===== src/rtl/johnson_seq_ctrl.sv =====
// johnson_seq_ctrl
//   Runs an internal Johnson (twisted-ring) counter through a programmed
//   number of full revolutions, then stops. A host starts a run with
//   start/rev_count and gets a one-cycle done pulse when the run completes.
//   The ring never free-runs: outside a run it sits at all-zero.
//
// Parameters
//   WIDTH  ring length in flops; one revolution is 2*WIDTH states
//   CNT_W  width of the revolution counter and rev_count
//
// Ports
//   clk        in   rising-edge clock
//   rst        in   synchronous, active-high reset
//   start      in   request a run (sampled only while idle)
//   pause      in   freeze ring and revolution counter while running
//   rev_count  in   revolutions to run, sampled together with start
//   busy       out  high for every cycle of a run, paused cycles included
//   done       out  one-cycle completion pulse (also for a zero-count start)
//   ring       out  current Johnson code
//   phase      out  one-hot decode of the ring, all-zero when not busy
//   ring_err   out  sticky flag: an illegal ring code was seen and repaired
module johnson_seq_ctrl #(
  parameter int WIDTH = 4,
  parameter int CNT_W = 8
) (
  input  logic                 clk,
  input  logic                 rst,
  input  logic                 start,
  input  logic                 pause,
  input  logic [CNT_W-1:0]     rev_count,
  output logic                 busy,
  output logic                 done,
  output logic [WIDTH-1:0]     ring,
  output logic [2*WIDTH-1:0]   phase,
  output logic                 ring_err
);

  typedef enum logic {S_IDLE, S_RUN} state_t;

  state_t             r_state;
  logic [WIDTH-1:0]   r_ring;
  logic [CNT_W-1:0]   r_rem;
  logic               r_done;
  logic               r_err;

  logic [2*WIDTH-1:0] w_match;
  logic               w_legal;
  logic [WIDTH-1:0]   w_next;

  // Johnson state idx: idx leading ones (from the MSB) for idx <= WIDTH,
  // otherwise 2*WIDTH-idx trailing ones.
  function automatic logic [WIDTH-1:0] johnson_code(input int idx);
    logic [WIDTH-1:0] c;
    c = '0;
    for (int b = 0; b < WIDTH; b++) begin
      if (idx <= WIDTH) c[b] = (b >= WIDTH - idx);
      else              c[b] = (b < 2*WIDTH - idx);
    end
    return c;
  endfunction

  // Compare the ring against every legal code; the match vector doubles as
  // the phase decode and its OR is the legality check.
  always_comb begin
    w_match = '0;
    for (int i = 0; i < 2*WIDTH; i++) begin
      w_match[i] = (r_ring == johnson_code(i));
    end
  end

  assign w_legal = |w_match;
  assign w_next  = {~r_ring[0], r_ring[WIDTH-1:1]};

  always_ff @(posedge clk) begin
    if (rst) begin
      r_state <= S_IDLE;
      r_ring  <= '0;
      r_rem   <= '0;
      r_done  <= 1'b0;
      r_err   <= 1'b0;
    end else begin
      r_done <= 1'b0;
      case (r_state)
        S_IDLE: begin
          r_ring <= '0;
          if (start) begin
            if (rev_count != '0) begin
              r_rem   <= rev_count;
              r_state <= S_RUN;
            end else begin
              r_done <= 1'b1;
            end
          end
        end
        S_RUN: begin
          if (!w_legal) begin
            // Repair to the start of a revolution; this is not a wrap, so
            // the remaining count is left alone. Repair ignores pause.
            r_ring <= '0;
            r_err  <= 1'b1;
          end else if (!pause) begin
            r_ring <= w_next;
            // Only a shift out of 0..01 lands on all-zero: one revolution.
            if (w_next == '0) begin
              r_rem <= r_rem - CNT_W'(1);
              if (r_rem == CNT_W'(1)) begin
                r_state <= S_IDLE;
                r_done  <= 1'b1;
              end
            end
          end
        end
        default: r_state <= S_IDLE;
      endcase
    end
  end

  assign busy     = (r_state == S_RUN);
  assign done     = r_done;
  assign ring     = r_ring;
  assign phase    = busy ? w_match : '0;
  assign ring_err = r_err;

endmodule

===== config.mk =====
export PLATFORM = sky130hd
export DESIGN_NAME = johnson_seq_ctrl
export DESIGN_NICKNAME = d
export VERILOG_FILES = /design/src/rtl/johnson_seq_ctrl.sv
export SDC_FILE = /design/constraint.sdc
export NUM_CORES = 1
export LEC_CHECK = 0
export ABC_AREA = 1
export BUFFER_PORTS_ARGS = -buffer_cell sky130_fd_sc_hd__buf_4
export CORE_ASPECT_RATIO = 1.2
export CORE_MARGIN = 5
export CORE_UTILIZATION = 45
export CTS_CLUSTER_SIZE = 10
export DETAILED_ROUTE_END_ITERATION = 8
export PLACE_DENSITY = 0.73
export SYNTH_ARGS = -nofsm -noshare
export SYNTH_HDL_FRONTEND = slang
export SYNTH_SLANG_ARGS = --single-unit

===== constraint.sdc =====
create_clock -name clk -period 2 [get_ports clk]
set_input_delay 0.5 -clock clk [delete_from_list [all_inputs] [get_ports clk]]
set_output_delay 0.5 -clock clk [all_outputs]
set_load 0.02 [all_outputs]

Word-level counts from Yosys, hierarchy flattened
Index checks and enable logic that the tools add are counted.
- input bits: 12
- output and inout bits: 15
- word-level logic and storage cells: 53
- flip-flop bits (word level): 15
- reductions and logical operators: 6
- mux-type cells: 24
- equal/unequal tests: 14
- $add $sub $neg: 1
- bitwise logic cells: 3
- operators with widths (kind ; count):
    2-to-1 mux 8 bit ; 6
    == test 4 bit (second input constant) ; 4
    case mux 8 bit (2 select lines) ; 1
    2-to-1 mux 1 bit ; 12
    == test 8 x 1 -> 1 bit (second input constant) ; 1
    zero test 4 bit ; 2
    2-to-1 mux 4 bit ; 2
    case mux 4 bit (2 select lines) ; 1
    nonzero test 8 bit ; 1
    OR reduction 8 bit ; 1
    subtractor 8 x 1 -> 8 bit (second input constant) ; 1
    inequality test 2 bit (second input constant) ; 3
    AND reduction 5 bit ; 1
    == test 4 x 1 -> 1 bit (second input constant) ; 1
    == test 4 x 2 -> 1 bit (second input constant) ; 1
    == test 4 x 3 -> 1 bit (second input constant) ; 1
    inequality test 2 x 1 -> 1 bit (second input constant) ; 2
    case mux 1 bit (2 select lines) ; 2
    inequality test 3 bit (second input constant) ; 1
    NOT 1 bit ; 3
    AND reduction 2 bit ; 1

Depth between registers and ports, before layout
Gate-level depths: netlist (run 1).
- depth after elaboration: 6
- gate-level depth with buffers: 9
- mapped depth without buffers: 9

Worst setup path after synthesis (run 1)
OpenSTA, ideal clock, no wires.
- path type: register -> output
- from: register r_state (netlist: busy)
- to: output port phase[6]
- data arrival time: 1579 ps
- stages on the path, launching flop included: 5
- path buffers: 2
- data required time: 1500 ps
- slack: -79 ps
- path through: dfxtp_1 > clkbuf_8 > inv_1 > buf_2 > nor4_1
- word-level cells in the longest chain between the ends: 1
- RTL lines (element ; RTL line ; text):
    from (decl) ; 40 ; state_t r_state;
    from (signal assigned) ; 76 ; r_state <= S_IDLE;
    from (signal assigned) ; 89 ; r_state <= S_RUN;
    from (signal assigned) ; 107 ; r_state <= S_IDLE;
    2-to-1 mux 8 bit ; 121 ; assign phase = busy ? w_match : '0;
    to (decl) ; 34 ; output logic [2*WIDTH-1:0] phase,
Every way passes these cells.

Final worst setup path (run 1)
- from: register r_state (netlist: busy)
- to: output port phase[4]
Same word-level chain as after synthesis.

==> flow_summary.html, run 1 <==
<table>
<tr><th>Metric</th><th>Value</th></tr>
<tr><th colspan="2">Run status</th></tr>
<tr><td>Result of the run</td><td>completed</td></tr>
<tr><th colspan="2">Logic synthesis</th></tr>
<tr><td>Number of flip-flops and latches in the synthesized netlist</td><td>15</td></tr>
<tr><td>Sequential fraction of the synthesis area</td><td>0.2970</td></tr>
<tr><td>Library cells used by synthesis</td><td>25</td></tr>
<tr><td>Cell count after synthesis</td><td>163</td></tr>
<tr><td>Synth Cell Area</td><td>0.001011 mm2</td></tr>
<tr><td>Syn avg cell area</td><td>6.202 um2</td></tr>
<tr><td>Synthesized Nets</td><td>177</td></tr>
<tr><td>Synth warnings</td><td>0</td></tr>
<tr><th colspan="2">Clock tree</th></tr>
<tr><td>Htree depth</td><td>1</td></tr>
<tr><td>Worst-Skew Late Latency</td><td>0.29 ns</td></tr>
<tr><td>Number of clock sinks seen by CTS</td><td>15</td></tr>
<tr><td>Number of buffers on the longest clock path</td><td>2</td></tr>
<tr><td>CTS resizes</td><td>0</td></tr>
<tr><td>Clock-pin slew on the worst setup and hold paths</td><td>0.09 ns</td></tr>
<tr><td>Total clock buffers created by CTS</td><td>3</td></tr>
<tr><td>Cts-stage hold buffer count</td><td>0</td></tr>
<tr><td>CTS tree</td><td>done</td></tr>
<tr><td>Post-CTS repair timing setup buffer count</td><td>0</td></tr>
<tr><td>Root cell of the clock tree</td><td>clkbuf_4</td></tr>
<tr><th colspan="2">Worst setup path</th></tr>
<tr><td>Kind of start point of the critical path</td><td>flip-flop</td></tr>
<tr><td>Number of buffers and inverters on the critical path</td><td>2</td></tr>
<tr><td>Data required time at the worst endpoint</td><td>1.50 ns</td></tr>
<tr><td>Most used cell, CP</td><td>buf_4</td></tr>
<tr><td>Cell type of the slowest stage on the worst timing path</td><td>dfxtp_1</td></tr>
<tr><td>Worst setup path category</td><td>reg -&gt; out</td></tr>
<tr><td>Critical Path AT</td><td>1.32 ns</td></tr>
<tr><td>Kind of end point of the critical path</td><td>output pin</td></tr>
<tr><td>Critical path peak fanout</td><td>17</td></tr>
<tr><td>Critical-path cell list</td><td>buf_4, nand2_1, nor3b_1, buf_4</td></tr>
<tr><td>Critical path's largest stage delay</td><td>0.35 ns</td></tr>
<tr><td>Top delay family on crit path</td><td>buffers and inverters</td></tr>
<tr><th colspan="2">GRT</th></tr>
<tr><td>Wire length of the first global-routing pass</td><td>4284 um</td></tr>
<tr><td>Largest net degree at the start of global routing</td><td>18</td></tr>
<tr><td>Number of antenna violations at the first check in global routing</td><td>0</td></tr>
<tr><td>Vias in the first global route</td><td>1,051</td></tr>
<tr><td>Combined global-route utilization of all metal layers</td><td>0.1754</td></tr>
<tr><td>Overall overflow remaining after global route</td><td>0</td></tr>
<tr><th colspan="2">Placed design</th></tr>
<tr><td>Final Wtd Congestion</td><td>0.8809</td></tr>
<tr><td>Detail Placement HPWL</td><td>2003 um</td></tr>
<tr><td>Buffers added on ports</td><td>26</td></tr>
<tr><td>Post-placement setup slack</td><td>0.3387 ns</td></tr>
<tr><th colspan="2">Route</th></tr>
<tr><td>Post-detailed-route DRC marker count</td><td>0</td></tr>
<tr><td>Via-to-Cell Ratio</td><td>4.883</td></tr>
<tr><td>Number of nets with antenna violations after detailed routing</td><td>0</td></tr>
<tr><td>Wire length per cell after detailed routing</td><td>11.30 um</td></tr>
<tr><td>Vias after detailed routing</td><td>1,084</td></tr>
<tr><td>First DRT Iteration DRCs</td><td>19</td></tr>
<tr><td>Router iterations before antenna repair</td><td>3</td></tr>
<tr><td>Final wirelength</td><td>2509 um</td></tr>
<tr><th colspan="2">STA</th></tr>
<tr><td>Relative slew margins</td><td>0.6623</td></tr>
<tr><td>Total of endpoints with negative setup slack in the final report</td><td>0</td></tr>
<tr><td>Post-route fraction of the period consumed by the critical path</td><td>0.9114</td></tr>
<tr><td>Fin. Hold Viols</td><td>0</td></tr>
<tr><td>Maximum operating frequency</td><td>548.6 MHz</td></tr>
<tr><td>Worst slew pin tran</td><td>0.5013 ns</td></tr>
<tr><td>Clock skew after layout</td><td>0.004131 ns</td></tr>
<tr><td>Sum Neg Setup Slack</td><td>0 ns</td></tr>
<tr><td>RSZ-0062 raised after global routing</td><td>no</td></tr>
<tr><td>Final Max Tran Viols</td><td>0</td></tr>
<tr><td>PnR worst setup slack</td><td>0.1772 ns</td></tr>
<tr><td>Crit path time final</td><td>1.823 ns</td></tr>
<tr><th colspan="2">Floorplan</th></tr>
<tr><td>Chip Height</td><td>61.92 um</td></tr>
<tr><td>Horizontal die dimension</td><td>53.27 um</td></tr>
<tr><td>Placeable core region</td><td>0.002095 mm2</td></tr>
<tr><td>Initial core utilization</td><td>0.4827</td></tr>
<tr><td>Die footprint</td><td>0.003298 mm2</td></tr>
<tr><td>Rows</td><td>18</td></tr>
<tr><td>Top Ports</td><td>27</td></tr>
<tr><th colspan="2">Layout</th></tr>
<tr><td>Core occupancy in the finished layout</td><td>0.6051</td></tr>
<tr><td>Total Nets Final</td><td>207</td></tr>
<tr><td>Antenna cell count</td><td>0</td></tr>
<tr><td>Most frequent standard cell in the layout excluding fill and tap cells</td><td>nand2_1</td></tr>
<tr><td>Fraction of final layout cells with drive strength greater than 1</td><td>0.2135</td></tr>
<tr><td>Area Overhead vs Synth</td><td>25.37%</td></tr>
<tr><td>Number of inserted filler cells in the final layout</td><td>214</td></tr>
<tr><td>Most frequent cells in the layout</td><td>nand2_1 (42), nor2_1 (31), buf_4 (28), inv_1 (18), dfxtp_1 (15)</td></tr>
<tr><th colspan="2">Power and ir drop</th></tr>
<tr><td>Lkg Pwr</td><td>0.5885 nW</td></tr>
<tr><td>Maximum resistive drop on vdd</td><td>0.0005063 V</td></tr>
<tr><td>Total power divided by cell area</td><td>623.5 mW/mm2</td></tr>
<tr><th colspan="2">Worst hold path</th></tr>
<tr><td>Hold crit path type</td><td>in -&gt; reg</td></tr>
<tr><th colspan="2">Job</th></tr>
<tr><td>Maximum Capacitance Violations</td><td>0</td></tr>
</table>
cell families after synthesis:
group	share of synthesized area
adder cells (fa/ha/maj)	0.02475
flip-flops	0.2970
AND/OR/NAND/NOR	0.4455
buffers and inverters	0.09405
AO/OA/AOI/OAI	0.1386
path summary, 6_finish.rpt:
path	startpoint	endpoint	slack (ns)	cells after the start
min	rst	ring_err$_SDFFE_PP0P_	0.41	2
max reg2reg	ring[2]$_SDFFE_PP0P_	r_rem[0]$_SDFFE_PP0P_	0.54	8
min reg2reg	ring_err$_SDFFE_PP0P_	ring_err$_SDFFE_PP0P_	0.45	2
max	busy$_SDFF_PP0_	phase[4]	0.18	4
worst register-to-register path, delay by kind of cell (launching register included):
kind / cells / cell delay (ns)
AO/OA/AOI/OAI: 1 / 0.19
buffers and inverters: 1 / 0.04
flip-flops: 1 / 0.39
AND/OR/NAND/NOR: 6 / 0.74
metal layers:
layer / share of wire / global-route usage
met1: 0.40 / 0.1890
met2: 0.54 / 0.3433
met3: 0.044 / 0.02148
met4: 0.014 / 0.06569
met5: 0 / 0
Yosys cell counts:
cell	n	area, um2
o21ai_0	12	60.06
inv_1	18	67.56
inv_2	1	3.750
o21a_1	1	7.510
nand2_1	42	157.7
ha_1	2	25.02
nor2_2	2	12.51
nor3_1	1	5.000
nor2_8	1	20.02
nand3_1	12	60.06
nand3_4	1	17.52
nand2_2	2	12.51
nor3b_1	1	7.510
buf_2	2	10.01
a211oi_1	2	15.01
dfxtp_1	15	300.3
nor2_1	31	116.4
nor4_1	1	6.260
o21ai_1	1	5.000
o31ai_1	1	7.510
nand2_4	1	11.26
clkbuf_8	1	13.76
nand4_1	2	12.51
nor2_4	1	11.26
a21oi_1	9	45.04
report_power, final:
part | internal [mW] | switching, mW
registers | 0.324 | 0.0259
clock network | 0.0776 | 0.0968
logic | 0.103 | 0.163
total | 0.504 | 0.286
state kept, by name, summed over array words and instances, names as in the netlist:
signal	flops
ring_err	1
r_rem	8
done	1
busy	1
ring	4
cell type report:
type | instances | area (um2) | area share
clock buffer | 4 | 26.28 | 0.02073
timing repair buffer | 28 | 210.2 | 0.1658
inverter | 19 | 71.32 | 0.05627
tap | 30 | 37.54 | 0.02961
multi-input combinational | 126 | 621.8 | 0.4906
sequential | 15 | 300.3 | 0.2369
stage by stage:
step	power, mW	cell area (um2)	std cells	hold WS [ns]
2_1_floorplan	0.5471	1017	163	0.4522
3_3_place_gp	0.6180	1241	218	0.4374
3_5_place_dp	0.6231	1241	218	0.4404
4_1_cts	0.7981	1267	222	0.4091
5_1_grt	0.8559	1267	222	0.4096
6_report	0.7903	1267	222	0.4072
Note: power is estimated with default switching activity, not from simulation.
==> inputs of run 2 (changes only) <==
ABC_AREA = unset   (was 1)
==> run 2 against run 1 <==
Against the previous run: non-clock buffer count up 2; utilization down 0.44 points; synthesized area down 5.0%; wire length down 0.16%; worst hold slack better by 0.037 ns; combinational power down 36%; critical path type unchanged; critical endpoint is now phase[1]; largest power group unchanged; highest routed layer unchanged.
==> flow_summary.html, run 2 <==
<table>
<tr><th>Metric</th><th>Value</th></tr>
<tr><th colspan="2">Layout</th></tr>
<tr><td>Fraction of final layout cells with drive strength greater than 1</td><td>0.3451</td></tr>
<tr><td>Total Nets Final</td><td>157</td></tr>
<tr><td>Area Overhead vs Synth</td><td>28.12%</td></tr>
<tr><td>Sequential cell area</td><td>304.0 um2</td></tr>
<tr><td>Most frequent standard cell in the layout excluding fill and tap cells</td><td>buf_4</td></tr>
<tr><td>Area used by multi-input combinational logic</td><td>606.8 um2</td></tr>
<tr><td>Antenna cell count</td><td>0</td></tr>
<tr><td>Most frequent cells in the layout</td><td>buf_4 (30), nor2_1 (12), dfxtp_1 (12), inv_1 (7), mux2i_1 (7)</td></tr>
<tr><td>Biggest register</td><td>r_rem</td></tr>
<tr><td>Number of inserted filler cells in the final layout</td><td>167</td></tr>
<tr><td>Flip-flop count of the largest register after layout</td><td>8</td></tr>
<tr><th colspan="2">Route</th></tr>
<tr><td>Post-detailed-route DRC marker count</td><td>0</td></tr>
<tr><td>First DRT Iteration DRCs</td><td>24</td></tr>
<tr><td>Number of nets with antenna violations after detailed routing</td><td>0</td></tr>
<tr><td>Wire length per cell after detailed routing</td><td>14.56 um</td></tr>
<tr><td>Vias after detailed routing</td><td>1,018</td></tr>
<tr><td>Final wirelength</td><td>2505 um</td></tr>
<tr><td>Router iterations before antenna repair</td><td>4</td></tr>
<tr><td>Via-to-Cell Ratio</td><td>5.919</td></tr>
<tr><th colspan="2">Logic synthesis</th></tr>
<tr><td>Most common cell in the netlist</td><td>dfxtp_1</td></tr>
<tr><td>Portion of synthesized cell area occupied by the leading cell type</td><td>0.3125</td></tr>
<tr><td>Library cells used by synthesis</td><td>40</td></tr>
<tr><td>Syn avg cell area</td><td>8.213 um2</td></tr>
<tr><td>Most used DFF post-synth</td><td>dfxtp_1</td></tr>
<tr><td>Ranking of synthesized cells by area</td><td>dfxtp_1 (31%), mux2i_1 (7.3%), nor2_1 (4.7%)</td></tr>
<tr><td>Most frequent cells after synthesis</td><td>dfxtp_1 (15), nor2_1 (12), inv_1 (8)</td></tr>
<tr><td>Synthesized Nets</td><td>131</td></tr>
<tr><td>Number of enable-type register cells in the synthesized netlist</td><td>0</td></tr>
<tr><td>Dominant cell type by area after synthesis</td><td>dfxtp_1</td></tr>
<tr><td>Share of flip-flops with an asynchronous set or reset</td><td>0</td></tr>
<tr><td>Number of flip-flops and latches in the synthesized netlist</td><td>15</td></tr>
<tr><td>Cell count after synthesis</td><td>117</td></tr>
<tr><td>Synth Cell Area</td><td>960.9 um2</td></tr>
<tr><td>Synth warnings</td><td>0</td></tr>
<tr><td>Sequential fraction of the synthesis area</td><td>0.3125</td></tr>
<tr><th colspan="2">Clock tree</th></tr>
<tr><td>Number of clock sinks seen by CTS</td><td>15</td></tr>
<tr><td>Htree depth</td><td>1</td></tr>
<tr><td>Clock-pin slew on the worst setup and hold paths</td><td>0.09 ns</td></tr>
<tr><td>Worst-Skew Late Latency</td><td>0.29 ns</td></tr>
<tr><td>Number of buffers on the longest clock path</td><td>2</td></tr>
<tr><td>Total clock buffers created by CTS</td><td>3</td></tr>
<tr><td>CTS tree</td><td>done</td></tr>
<tr><td>Root cell of the clock tree</td><td>clkbuf_4</td></tr>
<tr><th colspan="2">GRT</th></tr>
<tr><td>Overall overflow remaining after global route</td><td>0</td></tr>
<tr><td>Combined global-route utilization of all metal layers</td><td>0.1740</td></tr>
<tr><td>Vias in the first global route</td><td>953</td></tr>
<tr><td>Largest net degree at the start of global routing</td><td>23</td></tr>
<tr><td>Wire length of the first global-routing pass</td><td>4133 um</td></tr>
<tr><td>Number of antenna violations at the first check in global routing</td><td>0</td></tr>
<tr><th colspan="2">Floorplan</th></tr>
<tr><td>Placeable core region</td><td>0.002049 mm2</td></tr>
<tr><td>Top Ports</td><td>27</td></tr>
<tr><td>Rows</td><td>18</td></tr>
<tr><td>Horizontal die dimension</td><td>52.19 um</td></tr>
<tr><td>Die footprint</td><td>0.003163 mm2</td></tr>
<tr><td>Chip Height</td><td>60.62 um</td></tr>
<tr><td>Initial core utilization</td><td>0.4689</td></tr>
<tr><th colspan="2">Worst hold path</th></tr>
<tr><td>Hold crit path type</td><td>in -&gt; reg</td></tr>
<tr><td>Min-Delay Startpoint</td><td>rst</td></tr>
<tr><th colspan="2">STA</th></tr>
<tr><td>Clock skew after layout</td><td>0.001172 ns</td></tr>
<tr><td>Total of endpoints with negative setup slack in the final report</td><td>0</td></tr>
<tr><td>RSZ-0062 raised after global routing</td><td>no</td></tr>
<tr><td>Maximum operating frequency</td><td>523.0 MHz</td></tr>
<tr><td>Crit path time final</td><td>1.912 ns</td></tr>
<tr><td>Sum Neg Setup Slack</td><td>0 ns</td></tr>
<tr><td>Post-route fraction of the period consumed by the critical path</td><td>0.9560</td></tr>
<tr><td>Worst slew pin tran</td><td>0.4905 ns</td></tr>
<tr><td>Relative slew margins</td><td>0.6730</td></tr>
<tr><td>Final Max Tran Viols</td><td>0</td></tr>
<tr><td>Fin. Hold Viols</td><td>0</td></tr>
<tr><th colspan="2">Placed design</th></tr>
<tr><td>Detail Placement HPWL</td><td>1912 um</td></tr>
<tr><td>Final Wtd Congestion</td><td>0.9093</td></tr>
<tr><td>Buffers added on ports</td><td>26</td></tr>
<tr><th colspan="2">Worst setup path</th></tr>
<tr><td>Data required time at the worst endpoint</td><td>1.50 ns</td></tr>
<tr><td>Kind of end point of the critical path</td><td>output pin</td></tr>
<tr><td>Critical path peak fanout</td><td>9</td></tr>
<tr><td>Worst setup path category</td><td>reg -&gt; out</td></tr>
<tr><td>Critical Path AT</td><td>1.41 ns</td></tr>
<tr><td>Launch point of the critical path</td><td>ring[0]$_SDFFE_PP0P_</td></tr>
<tr><td>Kind of start point of the critical path</td><td>flip-flop</td></tr>
<tr><td>Source of the worst register-to-register timing path</td><td>r_rem[5]$_SDFFE_PP0P_</td></tr>
<tr><th colspan="2">Run status</th></tr>
<tr><td>Result of the run</td><td>completed</td></tr>
<tr><th colspan="2">Power and ir drop</th></tr>
<tr><td>Pwr Total</td><td>0.6827 mW</td></tr>
<tr><td>Lkg Pwr</td><td>0.5094 nW</td></tr>
<tr><td>Total power divided by cell area</td><td>554.5 mW/mm2</td></tr>
<tr><td>Maximum resistive drop on vdd</td><td>0.0004696 V</td></tr>
<tr><th colspan="2">Job</th></tr>
<tr><td>Maximum Capacitance Violations</td><td>0</td></tr>
</table>
run 2: kinds of logic (layout without fill, tap and decap cells):
family          Yosys count  in the layout  share of synthesized area
flops                    15             15                     0.3125
mux                       8              8                    0.08464
fa+ha+maj                 2              2                    0.02604
compound gates           30             30                     0.2409
simple gates             45             45                     0.2643
buf+inv                  17             42                    0.07161
run 2: area by class of cell:
type	instances	area share
Multi-Input combinational cell	85	0.4929
Sequential cell	15	0.2470
Timing Repair Buffer	30	0.1829
Tap cell	30	0.03049
Inverter	8	0.02439
Clock buffer	3	0.01829
Clock inverter	1	0.004065
run 2: timing repair:
| action | CTS | global route |
|---|---|---|
| resized for setup | 2 | 3 |
| buffers inserted | 0 | 0 |
| setup endpoints to repair | 2 | 3 |
| hold buffers | 0 | 0 |
run 2: metal layers:
metal | vias to the layer above | GRT usage | part of all wire
met2 | 54 | 0.2980 | 0.50
li1 | 487 | - | -
met5 | - | 0 | 0
met3 | 9 | 0.03440 | 0.072
met1 | 468 | 0.1934 | 0.40
met4 | 0 | 0.1204 | 0.027
run 2: worst max-delay path, cell delays in order, from the launching register on:
cell and delay [ns]:
dfxtp_2 0.38, or3_4 0.41, nor3b_2 0.17, buf_4 0.16
run 2: report_power, final:
part           switching, mW  internal (mW)
Combinational         0.0904         0.0787
Sequential            0.0184          0.314
Clock                  0.106         0.0746
run 2: final timing paths:
check | slack, ns | cells after the start | to
worst min register to register | 0.48 | 2 | ring_err$_SDFFE_PP0P_
worst max register to register | 0.34 | 4 | r_rem[7]$_SDFFE_PP0P_
worst min-delay path | 0.44 | 2 | r_rem[6]$_SDFFE_PP0P_
worst max-delay path | 0.09 | 3 | phase[1]
run 2: through the flow:
stage,area (um2),hold slack (ns),utilization,instances,setup WS [ns]
2_1_floorplan,970.9,0.4586,-,117,0.02322
3_3_place_gp,1195,0.4558,0.5830,168,0.2476
3_5_place_dp,1195,0.4635,0.5830,168,0.1905
4_1_cts,1225,0.4342,0.5977,172,0.01738
5_1_grt,1231,0.4211,0.6007,172,0.001120
6_report,1231,0.4438,0.6007,172,0.08795
